--- src/rtl/sram_bist_engine.sv ---
// March BIST for a 1rw1r SRAM: write P, read/compare, write ~P, read/compare.
// Mismatch results are held for the register file until the next start, abort or reset.
module sram_bist_engine #(
    parameter int ADDR_W   = 4,
    parameter int DATA_W   = 32,
    parameter int READ_LAT = 1
) (
    input  logic              clk,
    input  logic              rst,
    input  logic              start,
    input  logic              abort,
    input  logic              mode,
    input  logic [DATA_W-1:0] seed,
    output logic              busy,
    output logic              done,
    output logic              pass,
    output logic [7:0]        err_count,
    output logic              first_err_valid,
    output logic [ADDR_W-1:0] first_err_addr,
    output logic              first_err_phase,
    output logic              csb0,
    output logic              web0,
    output logic [ADDR_W-1:0] addr0,
    output logic [DATA_W-1:0] din0,
    output logic              csb1,
    output logic [ADDR_W-1:0] addr1,
    input  logic [DATA_W-1:0] dout1
);

    // state  | meaning
    // IDLE   | waiting for start, SRAM ports deselected
    // WRITE0 | write P(a) to every address on port 0
    // READ0  | read every address on port 1, expect P(a)
    // DRAIN0 | READ_LAT cycles letting the last reads reach the comparator
    // WRITE1 | write ~P(a)
    // READ1  | read back, expect ~P(a)
    // DRAIN1 | final drain
    // DONE   | results valid, held until start/abort/rst
    typedef enum logic [2:0] {
        S_IDLE, S_WRITE0, S_READ0, S_DRAIN0, S_WRITE1, S_READ1, S_DRAIN1, S_DONE
    } state_t;

    localparam logic [ADDR_W-1:0] LAST_ADDR  = {ADDR_W{1'b1}};
    localparam logic [1:0]        DRAIN_LOAD = 2'(READ_LAT - 1);

    state_t            state_q, state_d;
    logic [ADDR_W-1:0] addr_q, addr_d;
    logic [1:0]        drain_q, drain_d;
    logic              mode_q, mode_d;
    logic [DATA_W-1:0] seed_q, seed_d;
    logic [7:0]        err_cnt_q, err_cnt_d;
    logic              fe_valid_q, fe_valid_d;
    logic [ADDR_W-1:0] fe_addr_q, fe_addr_d;
    logic              fe_phase_q, fe_phase_d;

    // Read-compare delay line: stage READ_LAT-1 lines up with dout1.
    logic              pl_vld_q   [READ_LAT];
    logic              pl_vld_d   [READ_LAT];
    logic [ADDR_W-1:0] pl_addr_q  [READ_LAT];
    logic [ADDR_W-1:0] pl_addr_d  [READ_LAT];
    logic [DATA_W-1:0] pl_exp_q   [READ_LAT];
    logic [DATA_W-1:0] pl_exp_d   [READ_LAT];
    logic              pl_phase_q [READ_LAT];
    logic              pl_phase_d [READ_LAT];

    logic              in_write, in_read, in_drain, in_busy, phase;
    logic              start_go, abort_go, addr_tc, drain_tc, mismatch;
    logic [DATA_W-1:0] pattern, word;

    assign in_write = (state_q == S_WRITE0) || (state_q == S_WRITE1);
    assign in_read  = (state_q == S_READ0)  || (state_q == S_READ1);
    assign in_drain = (state_q == S_DRAIN0) || (state_q == S_DRAIN1);
    assign in_busy  = in_write || in_read || in_drain;
    assign phase    = (state_q == S_WRITE1) || (state_q == S_READ1);
    assign start_go = start && !abort && ((state_q == S_IDLE) || (state_q == S_DONE));
    assign abort_go = abort && in_busy;
    assign addr_tc  = (addr_q == LAST_ADDR);
    assign drain_tc = (drain_q == 2'd0);
    assign pattern  = mode_q ? (addr_q[0] ? ~seed_q : seed_q) : seed_q + DATA_W'(addr_q);
    assign word     = phase ? ~pattern : pattern;
    assign mismatch = pl_vld_q[READ_LAT-1] && (dout1 != pl_exp_q[READ_LAT-1]);

    always_ff @(posedge clk) begin
        if (rst) state_q <= S_IDLE;
        else     state_q <= state_d;
    end

    always_comb begin
        state_d = state_q;
        if (abort_go) begin
            state_d = S_IDLE;
        end else begin
            case (state_q)
                S_IDLE, S_DONE: if (start_go) state_d = S_WRITE0;
                S_WRITE0:       if (addr_tc)  state_d = S_READ0;
                S_READ0:        if (addr_tc)  state_d = S_DRAIN0;
                S_DRAIN0:       if (drain_tc) state_d = S_WRITE1;
                S_WRITE1:       if (addr_tc)  state_d = S_READ1;
                S_READ1:        if (addr_tc)  state_d = S_DRAIN1;
                S_DRAIN1:       if (drain_tc) state_d = S_DONE;
                default:                      state_d = S_IDLE;
            endcase
        end
    end

    always_comb begin
        busy  = in_busy;
        done  = (state_q == S_DONE);
        pass  = (state_q == S_DONE) && (err_cnt_q == 8'd0);
        csb0  = !in_write;
        web0  = !in_write;
        addr0 = in_write ? addr_q : '0;
        din0  = in_write ? word : '0;
        csb1  = !in_read;
        addr1 = in_read ? addr_q : '0;
    end

    assign err_count       = err_cnt_q;
    assign first_err_valid = fe_valid_q;
    assign first_err_addr  = fe_addr_q;
    assign first_err_phase = fe_phase_q;

    always_ff @(posedge clk) begin
        if (rst) begin
            addr_q     <= '0;
            drain_q    <= '0;
            mode_q     <= 1'b0;
            seed_q     <= '0;
            err_cnt_q  <= '0;
            fe_valid_q <= 1'b0;
            fe_addr_q  <= '0;
            fe_phase_q <= 1'b0;
            for (int i = 0; i < READ_LAT; i++) begin
                pl_vld_q[i]   <= 1'b0;
                pl_addr_q[i]  <= '0;
                pl_exp_q[i]   <= '0;
                pl_phase_q[i] <= 1'b0;
            end
        end else begin
            addr_q     <= addr_d;
            drain_q    <= drain_d;
            mode_q     <= mode_d;
            seed_q     <= seed_d;
            err_cnt_q  <= err_cnt_d;
            fe_valid_q <= fe_valid_d;
            fe_addr_q  <= fe_addr_d;
            fe_phase_q <= fe_phase_d;
            for (int i = 0; i < READ_LAT; i++) begin
                pl_vld_q[i]   <= pl_vld_d[i];
                pl_addr_q[i]  <= pl_addr_d[i];
                pl_exp_q[i]   <= pl_exp_d[i];
                pl_phase_q[i] <= pl_phase_d[i];
            end
        end
    end

    always_comb begin
        addr_d     = addr_q;
        drain_d    = drain_q;
        mode_d     = mode_q;
        seed_d     = seed_q;
        err_cnt_d  = err_cnt_q;
        fe_valid_d = fe_valid_q;
        fe_addr_d  = fe_addr_q;
        fe_phase_d = fe_phase_q;
        pl_vld_d[0]   = in_read;
        pl_addr_d[0]  = addr_q;
        pl_exp_d[0]   = word;
        pl_phase_d[0] = phase;
        for (int i = 1; i < READ_LAT; i++) begin
            pl_vld_d[i]   = pl_vld_q[i-1];
            pl_addr_d[i]  = pl_addr_q[i-1];
            pl_exp_d[i]   = pl_exp_q[i-1];
            pl_phase_d[i] = pl_phase_q[i-1];
        end
        // Address counter wraps to 0 on the last address, ready for the next sweep.
        if (in_write || in_read) addr_d = addr_q + 1'b1;
        if (in_read)                    drain_d = DRAIN_LOAD;
        else if (in_drain && !drain_tc) drain_d = drain_q - 1'b1;
        if (mismatch) begin
            if (err_cnt_q != 8'hff) err_cnt_d = err_cnt_q + 8'd1;
            if (!fe_valid_q) begin
                fe_valid_d = 1'b1;
                fe_addr_d  = pl_addr_q[READ_LAT-1];
                fe_phase_d = pl_phase_q[READ_LAT-1];
            end
        end
        if (start_go || abort_go) begin
            addr_d     = '0;
            err_cnt_d  = '0;
            fe_valid_d = 1'b0;
            fe_addr_d  = '0;
            fe_phase_d = 1'b0;
            for (int i = 0; i < READ_LAT; i++) pl_vld_d[i] = 1'b0;
            if (start_go) begin
                mode_d = mode;
                seed_d = seed;
            end
        end
    end

endmodule

--- config.mk ---
export PLATFORM = sky130hd
export DESIGN_NAME = sram_bist_engine
export DESIGN_NICKNAME = d
export VERILOG_FILES = /design/src/rtl/sram_bist_engine.sv
export SDC_FILE = /design/constraint.sdc
export NUM_CORES = 1
export LEC_CHECK = 0
export CAP_MARGIN = 10
export CORE_MARGIN = 1
export CORE_UTILIZATION = 35
export DETAILED_ROUTE_END_ITERATION = 8
export PLACE_DENSITY = 0.57
export SYNTH_ARGS = -nofsm -noshare
export SYNTH_HDL_FRONTEND = slang
export SYNTH_SLANG_ARGS = --single-unit
--- constraint.sdc ---
create_clock -name clk -period 3.5 [get_ports clk]
set_input_delay 0.7 -clock clk [delete_from_list [all_inputs] [get_ports clk]]
set_output_delay 0.7 -clock clk [all_outputs]
set_load 0.005 [all_outputs]
==> results.yml <==
hold_path:
  holdPathStages: 2
  worstHoldPathType: "register to register"
cells_and_area:
  multi_input_area_mm2: 0.00316
  drive_gt1_share_pct: 11.7
  syn_to_final_growth_pct: 39.3
  diodes: 0
  final_cells: 951
  fill_cells: 1385
  seq_area_mm2: 0.00189
  post-route-util_pct: 50.6
  final_area_mm2: 0.00713
  fin_nets: 844
placement:
  gp_congestion: 0.833
  dpl_cell_area_mm2: 0.00657
  dp_slack_ps: 24.5
  placed_cells: 927
  place.port_buffers: 128
  hpwl_mm: 10.8
clock_tree:
  cts_tree: "yes"
  clock-root-buffer: "clkbuf_16"
  insertion_delay_ps: 330
  numCtsBuffers: 9
  clk_pin_slew_ps: 60
  cts_num_sinks: 94
  holdBufCountCts: 0
  clockBufferDepth: 2
  cts_htree_levels: 3
pwr:
  internal-power_mw: 2.08
  p_total_mw: 2.93
  clkPwrFrac_pct: 33.3
  power.density_mw_per_mm2: 411
  switchingPower_mw: 0.852
  ir_drop_mv: 0.239
  combPwrFrac_pct: 24.9
  seq_power_share_pct: 41.8
  switching_share_pct: 29.1
  p_leak_nw: 2.65
floorplan:
  fp.dieW_um: 123
  core_area_mm2: 0.0141
  start_util_pct: 36.3
  die_h_um: 123
  fp-row-count: 43
  ios: 129
  dieArea_mm2: 0.0151
timing:
  layout_setup_ws_ps: 117
  fmax_ghz: 0.296
  drv_slew: 0
  finalCritPeriodShare_pct: 96.7
  tns_ps: 0
  fin_skew_ps: 5.33
  rsz0062_at_grt: "yes"
  hold_violations: 0
  timing.hold.ws_ps: 443
  worst_slew_pin_slew_ps: 1180
  slew_headroom_pct: 21.4
  fin_crit_ps: 3380
  setup_viol_count_final: 0
worst_setup_path:
  crit_type: "register to output port"
  required_ps: 2800
  startpoint_type: "register"
  r2r_slack_ps: 920
  r2r_cells: 13
  cp_max_fo: 3
  cp-end-kind: "output port"
  crit_arrival_ps: 2680
synthesis:
  async_flop_share_pct: 0
  synth_edf_count: 0
  synth.most_common_cell: "nor2_1"
  syn-instance-count: 641
  yosysTopAreaCell: "dfxtp_1"
  synth_top_cell_area_share_pct: 36.8
  syn_area_per_cell_um2: 7.99
  yosysUniqueCellTypes: 58
  synth.area.top_cells: "dfxtp_1 37%, xnor2_1 14%, nor2_1 7.1%"
  syn_nets: 719
  ys_seq_area_share_pct: 36.8
  synth_common_cells: "97 x nor2_1, 96 x nand2_1, 94 x dfxtp_1, 81 x xnor2_1, 51 x a21oi_1"
  ys.flop_type: "dfxtp_1"
  synthesis.area_mm2: 0.00512
  ys_warn_count: 0
  ys_ff_latch: 94
global_route:
  grt_max_degree: 75
  grt_usage_pct: 18.6
  gr-total-overflow: 0
  antenna_found_initial: 0
  grt_pass1_wl_mm: 21.8
  grt_pass1_vias: 4400
route:
  drtIter0Drc: 429
  wire_per_inst_um: 14.9
  dr.pass1.iters: 4
  via_per_inst: 4.88
  drc: 0
  vias: 4644
  detail-route-antenna-nets: 0
  routed_wl_mm: 14.2
job:
  drv_cap: 0
run_status:
  status: "complete, no violations"
[path summary, 6_finish.rpt]
kind                   startpoint           endpoint
hold reg to reg   pl_addr_q[0][2]  first_err_addr[2]
setup / recovery        addr_q[0]           din0[20]
hold / removal    pl_addr_q[0][2]  first_err_addr[2]
setup reg to reg        addr_q[0]    pl_exp_q[0][28]
[power by group through the flow]
stage               Clock [mW]  Sequential, mW  Combinational, mW
floorplan                    0            1.21              0.469
global placement             0            1.24              0.697
detailed placement           0            1.24              0.707
CTS                       1.01            1.22              0.713
global route              1.05            1.23              0.805
finish                   0.974            1.23              0.730
[layout by cell type (no fill, tap or decap), types with 3 or more instances in the layout]
| cell type | instances |
|---|---|
| nor3_2 | 4 |
| mux2i_1 | 7 |
| nand4_1 | 16 |
| dfxtp_1 | 91 |
| dlymetal6s2s_1 | 8 |
| a31oi_1 | 6 |
| ha_1 | 6 |
| xnor2_1 | 70 |
| a41o_1 | 4 |
| dfxtp_2 | 3 |
| nand2b_1 | 6 |
| nand2_1 | 96 |
| xor2_1 | 21 |
| inv_1 | 16 |
| buf_4 | 25 |
| a21oi_1 | 49 |
| nor2b_1 | 6 |
| clkdlybuf4s50_1 | 115 |
| nor4_1 | 4 |
| nand3_1 | 13 |
| and3_1 | 5 |
| nor2_1 | 95 |
| xnor2_2 | 11 |
| nor2b_2 | 4 |
| nor3_1 | 5 |
| clkbuf_16 | 9 |
| o21ai_0 | 6 |
| a41oi_1 | 4 |
| o21ai_1 | 4 |
[cells by family after synthesis]
group	count (synthesis)	synth area share, %
AO/OA/AOI/OAI	96	12.2
XOR/XNOR	102	17.4
adder cells (fa/ha/maj)	9	2.35
buffers and inverters	57	5.43
flip-flops	94	36.8
multiplexers	8	1.59
AND/OR/NAND/NOR	275	24.2
[routing by layer]
layer  GRT usage (%)  vias up  routed length, um
li1                -     2372                  -
met1            27.5     2136               6920
met2            27.6      124               6290
met3            3.00       12                828
met4            5.56        0                147
met5               0        -                  0
[flip-flops by register name, summed over array words and instances, names as in the netlist]
| signal | flops |
|---|---|
| addr_q | 4 |
| pl_exp_q | 32 |
| pl_vld_q | 1 |
| mode_q | 1 |
| err_count | 8 |
| pl_phase_q | 1 |
| state_q | 3 |
| first_err_addr | 4 |
| first_err_phase | 1 |
| first_err_valid | 1 |
| seed_q | 32 |
| pl_addr_q | 4 |
| drain_q | 2 |
[critical path: stages (launching register included)]
cell and delay (ps):
dfxtp_2 350, ha_4 140, inv_1 60, fa_2 380, nor2b_2 130, o21ai_2 70
buf_4 150, a2111oi_4 410, buf_4 170, buf_4 100, xnor2_2 120, nor2_1 60
clkdlybuf4s15_1 210
[timing repair]
action / CTS / global route
endpoints found under the hold margin: 0 / 0
gates resized for setup: 14 / 45
endpoints found under the setup margin: 13 / 24
pin swaps: 6 / 13
buffers inserted: 3 / 5
[final cells by class]
type / count / area share, %
Clock inverter: 3 / 0.596
Clock buffer: 13 / 3.65
Multi-Input combinational cell: 490 / 44.3
Sequential cell: 94 / 26.4
Timing Repair Buffer: 154 / 20.9
Inverter: 17 / 0.965
Tap cell: 180 / 3.16
Power figures use the tool's default switching activity.
